===== src/rtl/wb_stream_port_pkg.sv =====
// Shared definitions for wb_stream_port.
//   DATA_W / SEL_W  : Wishbone data and byte-select widths.
//   TIMEOUT_RDATA   : value returned by a read that is forced by timeout.
//   state_t         : access FSM states.
//   mask_bytes()    : zeroes the bytes whose select bit is low.
package wb_stream_port_pkg;

  localparam int DATA_W = 32;
  localparam int SEL_W  = 4;

  localparam logic [DATA_W-1:0] TIMEOUT_RDATA = 32'h0000_0000;

  typedef enum logic [1:0] {
    IDLE = 2'd0,
    WAIT = 2'd1,
    ACK  = 2'd2
  } state_t;

  function automatic logic [DATA_W-1:0] mask_bytes(input logic [DATA_W-1:0] d,
                                                  input logic [SEL_W-1:0]  sel);
    logic [DATA_W-1:0] m;
    m = '0;
    for (int i = 0; i < SEL_W; i++) begin
      m[8*i +: 8] = sel[i] ? d[8*i +: 8] : 8'h00;
    end
    return m;
  endfunction

endpackage


===== src/rtl/wb_stream_port_sync_fifo.sv =====
// Synchronous first-word-fall-through FIFO.
//   clk, reset : clock and synchronous active-high reset (control only).
//   push, din  : write request and data; ignored while full.
//   pop, dout  : read request and head data; ignored while empty.
//   full, empty, level : occupancy status.
// Pointers wrap naturally (DEPTH is a power of two); the level is kept as a
// separate counter so full and empty are unambiguous.
module sync_fifo #(
  parameter int DEPTH  = 8,
  parameter int DATA_W = 32
) (
  input  logic                     clk,
  input  logic                     reset,
  input  logic                     push,
  input  logic                     pop,
  input  logic [DATA_W-1:0]        din,
  output logic [DATA_W-1:0]        dout,
  output logic                     full,
  output logic                     empty,
  output logic [$clog2(DEPTH):0]   level
);

  localparam int PTR_W = $clog2(DEPTH);
  localparam int LVL_W = PTR_W + 1;

  logic [DATA_W-1:0] mem [DEPTH];
  logic [PTR_W-1:0]  wr_ptr;
  logic [PTR_W-1:0]  rd_ptr;
  logic              push_ok;
  logic              pop_ok;

  // Gating uses the pre-edge level: no full bypass, no empty bypass.
  assign full    = (level == LVL_W'(DEPTH));
  assign empty   = (level == '0);
  assign push_ok = push & ~full;
  assign pop_ok  = pop & ~empty;
  assign dout    = mem[rd_ptr];

  always_ff @(posedge clk) begin
    if (push_ok) begin
      mem[wr_ptr] <= din;
    end
  end

  always_ff @(posedge clk) begin
    if (reset) begin
      wr_ptr <= '0;
      rd_ptr <= '0;
      level  <= '0;
    end else begin
      if (push_ok) wr_ptr <= wr_ptr + PTR_W'(1);
      if (pop_ok)  rd_ptr <= rd_ptr + PTR_W'(1);
      case ({push_ok, pop_ok})
        2'b10:   level <= level + LVL_W'(1);
        2'b01:   level <= level - LVL_W'(1);
        default: level <= level;
      endcase
    end
  end

endmodule


===== src/rtl/wb_stream_port.sv =====
// Single-word Wishbone classic slave bridging to two valid/ready streams.
//   aclk, reset            : clock, synchronous active-high reset.
//   wb_*                   : Wishbone slave; writes push TX, reads pop RX.
//                            err/rty/stall are tied low.
//   tx_valid_o/ready_i/data_o : TX stream out of the TX FIFO (FWFT head).
//   rx_valid_i/ready_o/data_i : RX stream into the RX FIFO.
//   tx_level_o, rx_level_o : FIFO occupancy.
//   timeout_o, timeout_clr_i : sticky forced-completion flag and its clear.
// An access that cannot proceed waits; after TIMEOUT cycles it is acked
// anyway (write dropped, read returns TIMEOUT_RDATA) because the upstream
// bridge only terminates on ack.
module wb_stream_port
  import wb_stream_port_pkg::*;
#(
  parameter int DEPTH   = 8,
  parameter int TIMEOUT = 255
) (
  input  logic                   aclk,
  input  logic                   reset,
  input  logic                   wb_cyc_i,
  input  logic                   wb_stb_i,
  input  logic                   wb_we_i,
  input  logic [3:0]             wb_sel_i,
  input  logic [31:0]            wb_dat_i,
  output logic                   wb_ack_o,
  output logic                   wb_err_o,
  output logic                   wb_rty_o,
  output logic                   wb_stall_o,
  output logic [31:0]            wb_dat_o,
  output logic                   tx_valid_o,
  input  logic                   tx_ready_i,
  output logic [31:0]            tx_data_o,
  input  logic                   rx_valid_i,
  output logic                   rx_ready_o,
  input  logic [31:0]            rx_data_i,
  output logic [$clog2(DEPTH):0] tx_level_o,
  output logic [$clog2(DEPTH):0] rx_level_o,
  output logic                   timeout_o,
  input  logic                   timeout_clr_i
);

  localparam int CNT_W = (TIMEOUT > 1) ? $clog2(TIMEOUT) : 1;
  localparam logic [CNT_W-1:0] CNT_LAST = CNT_W'(TIMEOUT - 1);

  state_t            state;
  state_t            state_nxt;
  logic [CNT_W-1:0]  wait_cnt;
  logic              req;
  logic              avail;
  logic              serving;
  logic              do_action;
  logic              forced;
  logic              tx_push;
  logic              rx_pop;
  logic              tx_full;
  logic              tx_empty;
  logic              rx_full;
  logic              rx_empty;
  logic [DATA_W-1:0] rx_head;

  assign wb_err_o   = 1'b0;
  assign wb_rty_o   = 1'b0;
  assign wb_stall_o = 1'b0;

  assign req     = wb_cyc_i & wb_stb_i;
  assign avail   = wb_we_i ? ~tx_full : ~rx_empty;
  assign serving = (state == IDLE) || (state == WAIT);

  // ACK never samples req, so a strobe still high there is not re-served.
  assign do_action = serving & req & avail;
  assign forced    = (state == WAIT) & req & ~avail & (wait_cnt == CNT_LAST);
  assign tx_push   = do_action & wb_we_i;
  assign rx_pop    = do_action & ~wb_we_i;

  assign wb_ack_o   = (state == ACK);
  assign tx_valid_o = ~tx_empty;
  assign rx_ready_o = ~rx_full;

  always_comb begin
    state_nxt = state;
    case (state)
      IDLE: if (req) state_nxt = avail ? ACK : WAIT;
      WAIT: begin
        if (!req)                state_nxt = IDLE;
        else if (avail || forced) state_nxt = ACK;
        else                      state_nxt = WAIT;
      end
      ACK:     state_nxt = IDLE;
      default: state_nxt = IDLE;
    endcase
  end

  always_ff @(posedge aclk) begin
    if (reset) begin
      state     <= IDLE;
      wait_cnt  <= '0;
      wb_dat_o  <= '0;
      timeout_o <= 1'b0;
    end else begin
      state <= state_nxt;

      if (state == IDLE) begin
        wait_cnt <= '0;
      end else if (state == WAIT && state_nxt == WAIT) begin
        wait_cnt <= wait_cnt + CNT_W'(1);
      end

      if (rx_pop) begin
        wb_dat_o <= rx_head;
      end else if (forced && !wb_we_i) begin
        wb_dat_o <= TIMEOUT_RDATA;
      end

      // A new timeout wins over a simultaneous clear.
      if (forced) begin
        timeout_o <= 1'b1;
      end else if (timeout_clr_i) begin
        timeout_o <= 1'b0;
      end
    end
  end

  sync_fifo #(
    .DEPTH  (DEPTH),
    .DATA_W (DATA_W)
  ) u_tx_fifo (
    .clk   (aclk),
    .reset (reset),
    .push  (tx_push),
    .pop   (tx_valid_o & tx_ready_i),
    .din   (mask_bytes(wb_dat_i, wb_sel_i)),
    .dout  (tx_data_o),
    .full  (tx_full),
    .empty (tx_empty),
    .level (tx_level_o)
  );

  sync_fifo #(
    .DEPTH  (DEPTH),
    .DATA_W (DATA_W)
  ) u_rx_fifo (
    .clk   (aclk),
    .reset (reset),
    .push  (rx_valid_i & rx_ready_o),
    .pop   (rx_pop),
    .din   (rx_data_i),
    .dout  (rx_head),
    .full  (rx_full),
    .empty (rx_empty),
    .level (rx_level_o)
  );

endmodule

===== config.mk =====
export PLATFORM = sky130hd
export DESIGN_NAME = wb_stream_port
export DESIGN_NICKNAME = d
export VERILOG_FILES = /design/src/rtl/wb_stream_port_pkg.sv /design/src/rtl/wb_stream_port_sync_fifo.sv /design/src/rtl/wb_stream_port.sv
export SDC_FILE = /design/constraint.sdc
export NUM_CORES = 1
export LEC_CHECK = 0
export CORE_MARGIN = 2
export CORE_UTILIZATION = 53
export CTS_CLUSTER_SIZE = 30
export DETAILED_ROUTE_END_ITERATION = 16
export GPL_ROUTABILITY_DRIVEN = 0
export PLACE_DENSITY = 0.76
export SLEW_MARGIN = 20
export SYNTH_ARGS = -nofsm -noshare
export SYNTH_HDL_FRONTEND = slang
export SYNTH_SLANG_ARGS = --single-unit

===== constraint.sdc =====
create_clock -name aclk -period 5.4 [get_ports aclk]
set_clock_uncertainty 0.05 [all_clocks]
set_input_delay 1.62 -clock aclk [delete_from_list [all_inputs] [get_ports aclk]]
set_output_delay 1.62 -clock aclk [all_outputs]
set_load 0.005 [all_outputs]

==> flow_summary_export.csv <==
group,metric,value,unit
status,outcome,"finished, final reports clean",
synthesis,async_reset_ff_frac,0,
power,vdd_drop_max,0.276,mV
synthesis,synthCells,1076,
cts,cts_root_buf,"clkbuf_16",
drt,wl,43.7,mm
timing,finalCritPeriodShare,0.855,
floorplan,die_h,209,um
synthesis,ys_ff_latch,581,
power,combPwrFrac,0.113,
drt,viasPerCell,5.89,
finish,fin_cells,1837,
global_route,grt_overflow,0,
finish,area_growth,17.9,%
finish,n_antenna_cell,0,
synthesis,ys_seq_area_frac,0.753,
finish,final_core_util,0.630,
power,netSwitchingFraction,0.214,
placed_design,dp_hpwl,24.4,mm
floorplan,die_w,209,um
worst_setup_path,cp_top_family,"multiplexers",
job,cap_violations,0,
drt,first_iter_violations,848,
timing,rsz0062_at_grt,"false",
worst_setup_path,cp_slowest_cell,"dfxtp_4",
timing,fin_tns_setup,0,ns
timing,fmax,217,MHz
worst_setup_path,startpoint_type,"flip-flop",
finish,fillers,2803,
worst_setup_path,cp.buffers_inverters,2,
power,clkPwrFrac,0.369,
global_route,grt_start_max_net_pins,44,
timing,max_slew.worst_pin.slew,0.881,ns
synthesis,synth_top_area_cell,"edfxtp_1",
cts,cts_made_buffers,55,
drt,routed.top_layer,"met5",
synthesis,yosys-top-cells-area,"edfxtp_1 (69%), mux4_2 (13%), dfxtp_1 (6.2%)",
floorplan,rows,75,
floorplan,die-area,43700,sq um
worst_setup_path,cp.arrival,2.95,ns
synthesis,synth-edff-count,512,
timing,final_hold_viol_count,0,
timing,slew-limit-headroom,0.413,
worst_setup_path,worstSetupPathType,"reg -> out",
synthesis,synth_area,22300,sq um
power,intPower,7.75,mW
cts,h-tree-depth,2,
power,power.switching,2.11,mW
drt,drc,0,
drt,wl_met2,22.6,mm
worst_setup_path,end_kind,"output pin",
synthesis,ys_top_cells_by_count,"edfxtp_1 (512), mux4_2 (128), dfxtp_1 (69)",
synthesis,synth.most_common_cell,"edfxtp_1",
drt,wl_met3,2.61,mm
placed_design,portBuffers,151,
worst_setup_path,critical-path-max-stage-delay,0.66,ns
placed_design,place_inst,1737,
cts,clockBufferDepth,3,
timing,setup_violations,0,
power,seq_power_share,0.518,
worst_hold_path,min_path_type,"reg -> reg",
floorplan,core_area,41700,sq um
drt,num_vias,10800,
worst_setup_path,cp_cell_sequence,"buf_12, mux4_2, mux2_2, clkdlybuf4s50_1",
synthesis,synth_top_area_frac,0.690,
global_route,grt_antenna_before_repair,4,
worst_setup_path,crit_fanout,35,
drt,postRouteAntennaNets,0,
cts,clock_sinks,581,
floorplan,io_pins,155,
timing,drv_slew,0,
synthesis,yosysWarnings,0,
cts,hold_buffers,0,
synthesis,synth_cell_types,53,
worst_setup_path,cp.required,3.73,ns
drt,wl_met1,17.6,mm
power,finalPower,9.86,mW
cts,cts_tree,"yes",
floorplan,start_util,0.534,
finish,drive_gt1_frac,0.226,
drt,firstDrtPassIters,5,
cts,post-cts-setup-buffers,0,
global_route,grt_usage,0.205,
power,p_leak,8.17,nW
cts,cts.reportedPaths.clkPinSlew,0.06,ns
cts,cts_resized,0,
power,p_per_area,375,nW/um^2
finish,fin_nets,1343,
global_route,grt_pass1_vias,11600,
timing,period_minus_slack,4.62,ns
drt,routedWlPerCell,23.8,um
cts,clk-insertion-delay-late,0.59,ns
global_route,grt_first_pass_wirelength,67.7,mm
synthesis,avgSynthCellArea,20.7,sq um
synthesis,ys.flop_type,"edfxtp_1",
[per-stage QoR]
stage	area, sq um	worst slack, ns	hold slack, ns
CTS	26300	0.685	0.417
finish	26300	0.782	0.414
global route	26300	0.604	0.431
detailed placement	24500	0.955	0.397
global placement	24500	1.09	0.395
floorplan	22300	0.0536	0.392
[per-layer routing]
| metal | GRT usage | up-vias |
|---|---|---|
| met5 | 0 | - |
| met2 | 0.356 | 320 |
| met1 | 0.266 | 5643 |
| met4 | 0.0542 | 8 |
| li1 | - | 4785 |
| met3 | 0.0416 | 70 |
[kinds of logic (layout without fill, tap and decap cells)]
group	Yosys count	after routing	share of synthesized area
AOI/OAI and AO/OA	61	61	0.0204
xor gates and xnor gates	14	14	0.00551
adders and majority gates	12	12	0.00674
buffers and inverters	61	281	0.0124
DFF	581	581	0.753
muxes	202	202	0.165
other	1	3	0.000168
and+or+nand+nor	144	144	0.0374
[layout by cell type (no fill, tap or decap), drive strengths merged, types with 3 or more instances in the layout]
master and n:
a21oi 12, and2 32, buf 26, clkbuf 83
clkdlybuf4s50 151, clkinv 13, conb 3, dfxtp 69
edfxtp 512, ha 12, inv 4, mux2 35
mux2i 39, mux4 128, nand2 12, nand2b 6
nand3 10, nand4 4, nor2 33, nor2b 4
nor3 13, nor4 6, nor4b 3, o21ai 6
o2bb2ai 32, or3 3, or4 4, or4b 3
xor2 12
[power by group through the flow]
| stage | clock, mW | sequential, mW | combinational (mW) |
|---|---|---|---|
| 5_1_grt | 3.90 | 5.12 | 1.20 |
| 4_1_cts | 3.72 | 5.11 | 1.14 |
| 6_report | 3.64 | 5.10 | 1.12 |
| 2_1_floorplan | 0 | 5.12 | 0.754 |
| 3_3_place_gp | 0 | 5.19 | 1.11 |
| 3_5_place_dp | 0 | 5.20 | 1.13 |
[worst register-to-register path, delay by kind of cell, from the launching register on]
kind / cells / cell delay (ns)
flip-flops: 1 / 0.40
XOR/XNOR: 2 / 0.35
AO/OA/AOI/OAI: 2 / 0.20
adder cells (fa/ha/maj): 2 / 0.48
AND/OR/NAND/NOR: 3 / 1.39
[final timing paths]
path	end	cells past startpoint	slack (ns)	start
worst min-delay path	wb_dat_o[30]	1	0.41	wb_dat_o[30]
worst min register to register	wb_dat_o[30]	1	0.41	wb_dat_o[30]
worst max register to register	u_rx_fifo.level[2]	9	2.48	u_rx_fifo.level[0]
worst max-delay path	tx_data_o[9]	4	0.78	flip-flop
[final cells by class]
cell class              instances  area [sq um]  share of cell area
flip-flops and latches        581         16800               0.639
multi-input cells             436          5360               0.204
repair buffers                177          1730              0.0659
clock buffers                  83          1570              0.0599
well taps                     539           674              0.0257
clock inverters                17           136             0.00519
inverters                       4          15.0            0.000572
[sequential cells by signal (all words and copies together), names as in the netlist, named ones only]
signal            cells
wait_cnt              8
wb_dat_o             32
u_tx_fifo.rd_ptr      3
u_tx_fifo.mem       256
u_rx_fifo.wr_ptr      3
u_rx_fifo.rd_ptr      3
u_rx_fifo.level       4
u_rx_fifo.mem       256
state                 2
u_tx_fifo.wr_ptr      3
timeout_o             1
u_tx_fifo.level       4
No activity file was read; power rests on OpenSTA's default activity.
